===== config.mk =====
export PLATFORM = sky130hd
export DESIGN_NAME = bf_program_loader
export DESIGN_NICKNAME = d
export VERILOG_FILES = /design/src/rtl/bf_program_loader.sv
export SDC_FILE = /design/constraint.sdc
export NUM_CORES = 1
export LEC_CHECK = 0
export ABC_AREA = 1
export BUFFER_PORTS_ARGS = -buffer_cell sky130_fd_sc_hd__buf_2
export CAP_MARGIN = 20
export CORE_MARGIN = 2
export CORE_UTILIZATION = 46
export DETAILED_ROUTE_END_ITERATION = 10
export GPL_TIMING_DRIVEN = 0
export PLACE_DENSITY = 0.81
export SKIP_LAST_GASP = 1
export SLEW_MARGIN = 20
export SYNTH_ARGS = -nofsm -noshare
export SYNTH_HDL_FRONTEND = slang
export SYNTH_SLANG_ARGS = --single-unit

===== constraint.sdc =====
create_clock -name clk -period 1.7 [get_ports clk]
set_input_delay 0.085 -clock clk [delete_from_list [all_inputs] [get_ports clk]]
set_output_delay 0.085 -clock clk [all_outputs]
set_load 0.01 [all_outputs]

===== src/rtl/bf_program_loader.sv =====
// Boot/run controller for the brainfuck core: streams a program from the serial
// receiver into code RAM, null-terminates it, then runs the core and feeds ','.
module bf_program_loader #(
  parameter int         addrSize_code  = 9,
  parameter logic [7:0] END_CHAR       = 8'h04,
  parameter int         RESTART_CYCLES = 2
) (
  input  logic                     clk,
  input  logic                     reset,
  input  logic                     rx_valid,
  input  logic [7:0]               rx_data,
  input  logic                     rerun,
  input  logic                     reload,
  output logic [addrSize_code-1:0] code_addr,
  output logic [7:0]               code_wdata,
  output logic                     code_we,
  input  logic [7:0]               code_rdata,
  input  logic [addrSize_code-1:0] core_addr_code,
  input  logic                     core_done,
  output logic                     core_reset_n,
  output logic                     core_rx_valid,
  output logic [7:0]               core_rx_data,
  output logic [1:0]               state,
  output logic [addrSize_code-1:0] prog_len,
  output logic                     overflow,
  output logic                     rx_overrun
);

  localparam int CNT_W = (RESTART_CYCLES < 2) ? 1 : $clog2(RESTART_CYCLES + 1);
  localparam logic [addrSize_code-1:0] PTR_LAST = '1;
  localparam logic [CNT_W-1:0] CNT_LOAD = CNT_W'(RESTART_CYCLES);
  localparam logic [CNT_W-1:0] CNT_ONE  = CNT_W'(1);
  localparam logic [7:0] COMMA = 8'h2C;

  typedef enum logic [1:0] {
    S_LOAD = 2'd0,
    S_TERM = 2'd1,
    S_RUN  = 2'd2,
    S_HALT = 2'd3
  } state_e;

  state_e                   state_q, state_d;
  logic [addrSize_code-1:0] ptr_q, ptr_d;
  logic [addrSize_code-1:0] addr_q, addr_d;
  logic [7:0]               wdata_q, wdata_d;
  logic                     we_q, we_d;
  logic                     core_reset_n_q, core_reset_n_d;
  logic                     rx_buf_valid_q, rx_buf_valid_d;
  logic [7:0]               rx_buf_data_q, rx_buf_data_d;
  logic [addrSize_code-1:0] prog_len_q, prog_len_d;
  logic                     overflow_q, overflow_d;
  logic                     rx_overrun_q, rx_overrun_d;
  logic [CNT_W-1:0]         restart_cnt_q, restart_cnt_d;
  logic                     comma_q, comma_d;
  logic [addrSize_code-1:0] last_addr_q, last_addr_d;
  logic                     consume;

  // The core has taken the buffered byte once it moves off a ',' instruction.
  assign consume = rx_buf_valid_q && comma_q && (core_addr_code != last_addr_q);

  always_comb begin
    state_d        = state_q;
    ptr_d          = ptr_q;
    addr_d         = addr_q;
    wdata_d        = wdata_q;
    we_d           = 1'b0;
    core_reset_n_d = core_reset_n_q;
    rx_buf_valid_d = rx_buf_valid_q;
    rx_buf_data_d  = rx_buf_data_q;
    prog_len_d     = prog_len_q;
    overflow_d     = overflow_q;
    rx_overrun_d   = rx_overrun_q;
    restart_cnt_d  = restart_cnt_q;
    comma_d        = (code_rdata == COMMA);
    last_addr_d    = core_addr_code;

    case (state_q)
      S_LOAD: begin
        addr_d         = ptr_q;
        core_reset_n_d = 1'b0;
        rx_buf_valid_d = 1'b0;
        if (rx_valid) begin
          if (rx_data == END_CHAR || rx_data == 8'h00) begin
            state_d = S_TERM;
            we_d    = 1'b1;
            wdata_d = 8'h00;
          end else if (ptr_q == PTR_LAST) begin
            state_d    = S_TERM;
            we_d       = 1'b1;
            wdata_d    = 8'h00;
            overflow_d = 1'b1;
          end else begin
            we_d    = 1'b1;
            wdata_d = rx_data;
            ptr_d   = ptr_q + 1'b1;
          end
        end
      end

      S_TERM: begin
        prog_len_d     = ptr_q;
        core_reset_n_d = 1'b1;
        state_d        = S_RUN;
      end

      S_RUN, S_HALT: begin
        if (consume) begin
          rx_buf_valid_d = 1'b0;
        end
        if (rx_valid) begin
          if (rx_buf_valid_q) begin
            rx_overrun_d = 1'b1;
          end else begin
            rx_buf_valid_d = 1'b1;
            rx_buf_data_d  = rx_data;
          end
        end
        if (restart_cnt_q != '0) begin
          restart_cnt_d = restart_cnt_q - 1'b1;
          if (restart_cnt_q == CNT_ONE) begin
            core_reset_n_d = 1'b1;
          end
        end
        // A restart also masks core_done, which is meaningless while the core is held.
        if (rerun) begin
          state_d        = S_RUN;
          restart_cnt_d  = CNT_LOAD;
          core_reset_n_d = 1'b0;
          rx_buf_valid_d = 1'b0;
        end else if (state_q == S_RUN && restart_cnt_q == '0 && core_done) begin
          state_d = S_HALT;
        end
      end

      default: state_d = S_LOAD;
    endcase

    if (reload) begin
      state_d        = S_LOAD;
      ptr_d          = '0;
      addr_d         = '0;
      we_d           = 1'b0;
      prog_len_d     = '0;
      overflow_d     = 1'b0;
      rx_overrun_d   = 1'b0;
      rx_buf_valid_d = 1'b0;
      core_reset_n_d = 1'b0;
      restart_cnt_d  = '0;
    end
  end

  always_ff @(posedge clk) begin
    if (!reset) begin
      state_q        <= S_LOAD;
      ptr_q          <= '0;
      addr_q         <= '0;
      wdata_q        <= 8'h00;
      we_q           <= 1'b0;
      core_reset_n_q <= 1'b0;
      rx_buf_valid_q <= 1'b0;
      rx_buf_data_q  <= 8'h00;
      prog_len_q     <= '0;
      overflow_q     <= 1'b0;
      rx_overrun_q   <= 1'b0;
      restart_cnt_q  <= '0;
      comma_q        <= 1'b0;
      last_addr_q    <= '0;
    end else begin
      state_q        <= state_d;
      ptr_q          <= ptr_d;
      addr_q         <= addr_d;
      wdata_q        <= wdata_d;
      we_q           <= we_d;
      core_reset_n_q <= core_reset_n_d;
      rx_buf_valid_q <= rx_buf_valid_d;
      rx_buf_data_q  <= rx_buf_data_d;
      prog_len_q     <= prog_len_d;
      overflow_q     <= overflow_d;
      rx_overrun_q   <= rx_overrun_d;
      restart_cnt_q  <= restart_cnt_d;
      comma_q        <= comma_d;
      last_addr_q    <= last_addr_d;
    end
  end

  assign code_addr     = (state_q == S_RUN || state_q == S_HALT) ? core_addr_code : addr_q;
  assign code_wdata    = wdata_q;
  assign code_we       = we_q;
  assign core_reset_n  = core_reset_n_q;
  assign core_rx_valid = rx_buf_valid_q;
  assign core_rx_data  = rx_buf_data_q;
  assign state         = state_q;
  assign prog_len      = prog_len_q;
  assign overflow      = overflow_q;
  assign rx_overrun    = rx_overrun_q;

endmodule

== After elaboration in Yosys (flattened, before gate mapping) ==
Cells that the tools add are included.

* Add/sub/neg operators: 2
* Multiply operators: 0
* Divide/modulo/power cells: 0
* Magnitude comparators: 0
* Equality and inequality tests: 13
* Shifts and indexed selects: 0
* Multiplexer cells: 21
* Bitwise gates (word level): 5
* Reductions and logical operators: 23

{| class="wikitable"
|+ Operator list
! cell !! count
|-
| 8-bit two-way mux || 2
|-
| 2-bit two-way mux || 7
|-
| 3-bit != test (second input constant) || 4
|-
| 9-bit by 1-bit adder with 9-bit output (second input constant) || 1
|-
| 9-bit equality test (second input constant) || 1
|-
| 9-bit two-way mux || 1
|-
| 9-bit != test || 1
|-
| 3-bit AND reduction || 3
|-
| 8-bit by 3-bit equality test with 1-bit output (second input constant) || 1
|-
| 8-bit by 6-bit equality test with 1-bit output (second input constant) || 1
|-
| 8-bit logical NOT || 1
|-
| 1-bit two-way mux || 8
|-
| 4-bit AND reduction || 2
|-
| 2-bit one-hot mux with 3 select lines || 1
|-
| 2-bit AND reduction || 3
|-
| 2-bit nonzero test || 3
|-
| 1-bit NOT || 5
|-
| 2-bit by 1-bit equality test with 1-bit output (second input constant) || 2
|-
| 2-bit equality test (second input constant) || 2
|-
| 1-bit logical AND || 4
|-
| 2-bit logical NOT || 2
|-
| 2-bit OR reduction || 2
|-
| 1-bit one-hot mux with 3 select lines || 1
|-
| 3-bit OR reduction || 1
|-
| other kinds (4) || 5
|}

* Bits in registers: 62
* Latch bits: 0
* Memory bits (writable): 0
* Memory bits (read-only): 0
* Bits of input ports: 31
* Output and inout bits: 41
* Word-level logic and storage cells: 78
* Memories: 0

== Logic depth before layout (Yosys ltp) ==
Gate-level depths: netlist (run 1).

* Depth in word-level cells: 7
* Depth in mapped cells: 11
* Mapped depth without buffers: 11

== Worst setup path after synthesis (run 1) ==
No wires, ideal clock.

* Path kind: reg-to-reg
* From: register ptr_q[5]
* To: register ptr_q[2]
* Library setup time: 0.122 ns
* Arrival: 1.661 ns
* Data required time: 1.578 ns
* Slack: -0.084 ns
* Cell stages (with the launch flop): 11
* Buffers on the path: 1
* Clock period less this slack: 1.784 ns
* Path through: dfxtp_1 > inv_1 > nor3_1 > inv_1 > nor4_1 > ha_1 > nor2_8 > nand2_2 > buf_6 > o21ai_1 > nor3b_2

* Longest elaborated chain between the ends: 3

{| class="wikitable"
|+ Ends and longest elaborated chain
! element !! line !! text
|-
| start, declared || 43 || <nowiki>logic [addrSize_code-1:0] ptr_q, ptr_d;</nowiki>
|-
| start signal, assigned || 170 || <nowiki>ptr_q <= ptr_d;</nowiki>
|-
| 9-bit equality test || 87 || <nowiki>end else if (ptr_q == PTR_LAST) begin</nowiki>
|-
| 1-bit NOT (no source line) || - ||
|-
| 4-bit AND reduction (no source line) || - ||
|}

No other way between the ends.
A chain may end at the register's enable or synchronous reset.

== Final worst setup path (run 1) ==
* From: register ptr_q[2]
* To: register ptr_q[2]

* Longest elaborated chain between the ends: 3
* Elaborated cells between the ends (all ways): 4
* Those cells by class: 1 x add/sub; 1 x eq/ne; 1 x bitwise; 1 x reduce/logical

{| class="wikitable"
|+ Ends and longest elaborated chain
! element
|-
| branches (longest 3 deep; another with 9-bit by 1-bit adder with 9-bit output)
|}

Several ways; the timed one is not identified.

==> flow_summary.json, run 1 <==
{
  "die-width_um": 78.9,
  "outcome": "finished, violations left",
  "antenna_cells": 0,
  "wl_per_cell_um": 13.6,
  "wl_um": 7120,
  "avgSynthCellArea_um2": 7.60,
  "async_flop_share": 0,
  "synth-edff-count": 0,
  "slew_violations": 0,
  "dieArea_um2": 6230,
  "chipHeight_um": 78.9,
  "violations": "setup timing",
  "yosys_warnings": 0,
  "clock_skew_ns": 0.00870,
  "critPathLaunchType": "register",
  "timing.rr.end": "ptr_q[2]",
  "regArea_um2": 1250,
  "first_pass_iters": 4,
  "synth_ff_type": "dfxtp_1",
  "drt-initial-drc-count": 256,
  "cp.arrival_ns": 1.98,
  "grt_overflow_total": 0,
  "finish.utilization": 0.653,
  "cp.required_ns": 1.93,
  "worstSetupPathType": "reg -> reg",
  "viasPerCell": 5.01,
  "max_slew_margin": 0.647,
  "rows": 27,
  "cts_buffer_depth": 2,
  "antenna_found_initial": 0,
  "cts-root-buf": "clkbuf_8",
  "worst_path_dominant_cell_family": "simple AND/OR/NAND/NOR gates",
  "end_kind": "register",
  "report.final.setup_viol": 11,
  "final_common_cell": "buf_2",
  "ir_drop_mv": 0.432,
  "pwr_density_cell_nw_per_um2": 903,
  "htreeDepth": 3,
  "gp_congestion": 0.855,
  "portBuffers": 70,
  "tightest_slew_ns": 0.528,
  "fmax_ghz": 0.571,
  "syn_area_um2": 2580,
  "cts_tree": "built",
  "grt_pass1_wl_um": 10700,
  "grt_pass1_vias": 2353,
  "crit_buf_inv": 2,
  "synth_seq_cells": 62,
  "clk-insertion-delay-late_ns": 0.34,
  "min_from": "rx_data[6]",
  "final_cell_mix": "buf_2 (77), nand2_1 (74), dfxtp_1 (56)",
  "synth.top_cells.by_area": "dfxtp_1 (48%), nand2_1 (12%), a21oi_1 (7.7%)",
  "whs_path_depth": 3,
  "drive_gt1_frac": 0.324,
  "crit_chain": "inv_2, nor4_4, ha_2, nor2_8, nand2_4, buf_6, o21ai_2, nor3b_2",
  "setup_ws_ns": -0.0508,
  "route.detailed.drc": 0,
  "holdPathEnd": "code_wdata[6]",
  "grt_start_max_net_pins": 11,
  "syn_nets": 375,
  "area_growth_pct": 38.4,
  "fin_crit_sh": 1.03,
  "crit_path_max_fanout": 5,
  "drv_cap": 0,
  "leakage_uw": 0.00173,
  "path_clk_slew_ns": 0.07,
  "reg2reg_from": "ptr_q[2]",
  "grt_usage": 0.221,
  "hp-class": "in -> reg",
  "core-area_um2": 5470,
  "initial_utilization": 0.472,
  "final_antenna_net_count": 0,
  "rsz0062_at_grt": "true",
  "vias": 2622,
  "synth_seq_area_share": 0.480,
  "finalCriticalPeriod_ns": 1.75,
  "syn_inst": 340,
  "reg2reg_depth": 8,
  "ios": 72,
  "final-hold-violation-count": 0,
  "cts.sinks": 62,
  "multi_input_area_um2": 1200,
  "yosysTopAreaCellShare": 0.480,
  "max_stage_delay_ns": 0.42,
  "total_power_uw": 3230,
  "finalNetCount": 481,
  "synth_top_area_cell": "dfxtp_1",
  "fillers": 436,
  "ys_types": 29,
  "cts_inserted_buffers": 9,
  "dp_hpwl_um": 4470,
  "reg2reg_slack_ns": -0.05,
  "critPathSlowestCell": "dfxtp_1"
}
==> tightest hold or removal path: cells and delay by family <==
kind | cells | cell delay (ns)
AOI/OAI and AO/OA | 1 | 0.05
buffers and inverters | 1 | 0.12
and+or+nand+nor | 1 | 0.06
==> power breakdown <==
part	internal, µW	switching, µW
clock network	944	555
logic	103	132
registers	1480	14.6
total	2530	701
==> worst max-delay path by stage <==
stage                          to  cells after the start     start  slack [ns]
floorplan                ptr_q[2]                      9  ptr_q[1]       0.007
global placement         ptr_q[5]                     11  ptr_q[5]       -0.17
detailed placement  code_wdata[2]                     11  ptr_q[5]       -0.21
CTS                      ptr_q[2]                     10  ptr_q[4]       -0.11
global route             ptr_q[5]                     11  ptr_q[5]       -0.11
finish                   ptr_q[2]                      8  ptr_q[2]       -0.05
==> Yosys cell counts (all sizes together) (2+ instances only) <==
cell type and count:
a21oi 40, buf 7, clkbuf 4, dfxtp 62
ha 4, inv 46, nand2 82, nand3 7
nand4 2, nor2 29, nor3 6, nor3b 2
nor4 2, o21a 2, o21ai 33, xnor2 4
xor2 5
==> cell type report <==
type / instances / share of cell area
flip-flops and latches: 62 / 0.350
multi-input cells: 221 / 0.335
repair buffers: 95 / 0.159
inverters: 46 / 0.0497
clock buffers: 13 / 0.0472
well taps: 72 / 0.0252
clock inverters: 3 / 0.0182
plain buffers: 11 / 0.0161
==> per-stage QoR <==
stage / area [µm²] / TNS, ns / cells / setup WS (ns) / hold slack, ns
2_1_floorplan: 2600 / 0 / 340 / 0.00717 / 0.161
3_3_place_gp: 3040 / -1.83 / 482 / -0.165 / 0.255
3_5_place_dp: 3040 / -2.32 / 482 / -0.207 / 0.257
4_1_cts: 3480 / -0.901 / 519 / -0.111 / 0.0148
5_1_grt: 3580 / -1.32 / 523 / -0.112 / 0.0221
6_report: 3580 / -0.328 / 523 / -0.0508 / 0.0237
==> what timing repair did <==
action,CTS,global route
setup buffers,9,6
hold endpoints to repair,10,0
gates resized for setup,10,26
hold buffers,11,0
cloned,1,0
pin swaps,5,8
endpoints found under the setup margin,14,27
==> metal layers <==
layer | share of wire | routed length (µm) | track usage | vias up
met2 | 0.50 | 3580 | 0.365 | 89
met3 | 0.061 | 431 | 0.0648 | 14
met1 | 0.42 | 2990 | 0.269 | 1220
met4 | 0.017 | 120 | 0.0914 | 0
li1 | - | - | - | 1299
met5 | 0 | 0 | 0 | -
==> sequential cells by signal, indices dropped and copies added, names as in the netlist <==
signal,flops
addr_q,9
code_wdata,8
code_we,1
comma_q,1
core_reset_n,1
core_rx_data,8
core_rx_valid,1
last_addr_q,9
overflow,1
prog_len,9
ptr_q,9
restart_cnt_q,2
rx_overrun,1
state,2
==> cells by family after synthesis <==
| group | count (synthesis) | share of synthesized area |
|---|---|---|
| compound gates | 77 | 0.154 |
| xor+xnor | 9 | 0.0305 |
| fa+ha+maj | 4 | 0.0194 |
| buf+inv | 57 | 0.0886 |
| flops | 62 | 0.480 |
| simple gates | 131 | 0.228 |
Power figures use the tool's default switching activity.
==> run 2, diff against run 1 <==
CORE_ASPECT_RATIO = 1.75   (was unset)
MAX_ROUTING_LAYER = met4   (was unset)
==> run 2 against run 1 <==
The run still ends with setup timing left; routed wire length grew 1.7%; fmax shrank 5.4%; sequential share of layout area fell by 0.27 points; sequential power about the same; critical endpoint is now ptr_q[6]; largest cell class unchanged.
==> flow_summary.json, run 2 (same netlist as run 1, synthesis figures left out) <==
{
  "drive_gt1_frac": 0.319,
  "grt_pass1_vias": 2392,
  "fmax_ghz": 0.541,
  "antenna_found_initial": 0,
  "slew_violations": 0,
  "end_kind": "register",
  "leakage_uw": 0.00174,
  "instances_no_fill": 533,
  "clock_skew_ns": 0.00440,
  "final-hold-violation-count": 0,
  "final_antenna_net_count": 0,
  "outcome": "finished, violations left",
  "crit_path_max_fanout": 5,
  "cts.sinks": 62,
  "grt_overflow_total": 0,
  "critPathLaunchType": "register",
  "first_pass_iters": 4,
  "worst_hold_slack_ns": 0.00914,
  "die-width_um": 60.7,
  "grt_start_max_net_pins": 12,
  "cp.arrival_ns": 2.13,
  "rows": 36,
  "report.final.setup_viol": 10,
  "cp.required_ns": 1.98,
  "fin_crit_sh": 1.09,
  "wl_um": 7240,
  "finalNetCount": 487,
  "chipHeight_um": 103,
  "cts_inserted_buffers": 9,
  "finish.utilization": 0.658,
  "finalCriticalPeriod_ns": 1.85,
  "route.detailed.drc": 0,
  "worstSetupPathType": "reg -> reg",
  "area_growth_pct": 40.0,
  "whs_path_depth": 3,
  "path_clk_slew_ns": 0.07,
  "dp_cells": 486,
  "grt_usage": 0.234,
  "cts_tree": "built",
  "htreeDepth": 3,
  "vias": 2607,
  "dieArea_um2": 6260,
  "hp-class": "in -> reg",
  "total_power_uw": 3040,
  "pwr_density_cell_nw_per_um2": 840,
  "drt-initial-drc-count": 114,
  "dp_hpwl_um": 4720,
  "clk-insertion-delay-late_ns": 0.35,
  "reg2reg_depth": 10,
  "initial_utilization": 0.470,
  "core-area_um2": 5500,
  "antenna_cells": 0,
  "cts_buffer_depth": 2,
  "max_slew_margin": 0.605,
  "ir_drop_mv": 0.508,
  "final_common_cell": "nand2_1",
  "setup_ws_ns": -0.150,
  "ios": 72,
  "wl_per_cell_um": 13.6,
  "final_cell_mix": "nand2_1 (77), buf_2 (76), dfxtp_1 (56)",
  "viasPerCell": 4.89,
  "gp_congestion": 0.876,
  "pre_cts_ws_ns": -0.216,
  "portBuffers": 70,
  "drv_cap": 0,
  "rsz0062_at_grt": "true",
  "violations": "setup timing",
  "tightest_slew_ns": 0.590,
  "grt_pass1_wl_um": 10400,
  "cts-root-buf": "clkbuf_8"
}
==> run 2: changes by cell type in the layout (fill, tap and decap cells not counted), moves of 2 or more <==
cell | previous run | this run
clkbuf_8 | 12 | 10
nor2_1 | 23 | 26
clkinv_2 | 1 | 3
nand2_1 | 74 | 77
a21oi_1 | 39 | 36
dlygate4sd3_1 | 11 | 15
o21ai_1 | 0 | 2
buf_6 | 2 | 4
dfxtp_4 | 1 | 3
dfxtp_2 | 5 | 3
nand2_2 | 6 | 3
a21oi_2 | 1 | 4
nor2_4 | 4 | 2
==> run 2: layout make-up <==
class,instances,area (µm²)
buffer,11,57.6
clock buffer,10,138
clock inverter,6,61.3
fill,458,1880
inverter,46,183
multi-input combinational,221,1200
sequential,62,1260
tap,76,95.1
timing repair buffer,101,632
==> run 2: path summary, 6_finish.rpt <==
| check | start | endpoint | slack (ns) |
|---|---|---|---|
| max | ptr_q[0] | ptr_q[6] | -0.15 |
| min | rx_data[0] | code_wdata[0] | 0.009 |
| max reg2reg | ptr_q[0] | ptr_q[6] | -0.15 |
| min reg2reg | core_rx_data[3] | core_rx_data[3] | 0.44 |
==> run 2: critical path, cell delays in order (launching register included) <==
cell and delay, ns:
dfxtp_4 0.36, ha_4 0.16, inv_4 0.08, nor4_4 0.05
ha_2 0.23, nor2_8 0.10, nand2_4 0.06, buf_6 0.13
nor3_4 0.28, nand3_2 0.16, a21oi_2 0.17
==> run 2: stage by stage <==
step                setup TNS (ns)  area, µm²
floorplan                        0       2600
global placement             -1.78       3040
detailed placement           -2.53       3040
CTS                          -1.26       3480
global route                 -1.24       3620
finish                      -0.639       3620
==> run 2: power breakdown <==
group | switching (µW) | internal, µW | total (µW) | leakage [µW]
clock | 583 | 710 | 1290 | 0.000102
sequential | 15.4 | 1480 | 1490 | 0.000508
combinational | 137 | 117 | 254 | 0.00113
total | 736 | 2300 | 3040 | 0.00174
==> run 2: metal layers <==
| metal | wire, µm | GRT usage | up-vias | part of all wire |
|---|---|---|---|---|
| met1 | 2720 | 0.230 | 1197 | 0.38 |
| li1 | - | - | 1306 | - |
| met2 | 3910 | 0.402 | 74 | 0.54 |
| met5 | 0 | - | - | 0 |
| met3 | 262 | 0.0627 | 30 | 0.036 |
| met4 | 346 | 0.130 | 0 | 0.048 |
==> run 2: timing repair <==
action                                  CTS  global route
endpoints found under the hold margin    14             0
endpoints found under the setup margin   14            24
gates resized for setup                  14            27
pin swaps                                 9            10
hold buffers                             15             0
setup buffers                             8             8
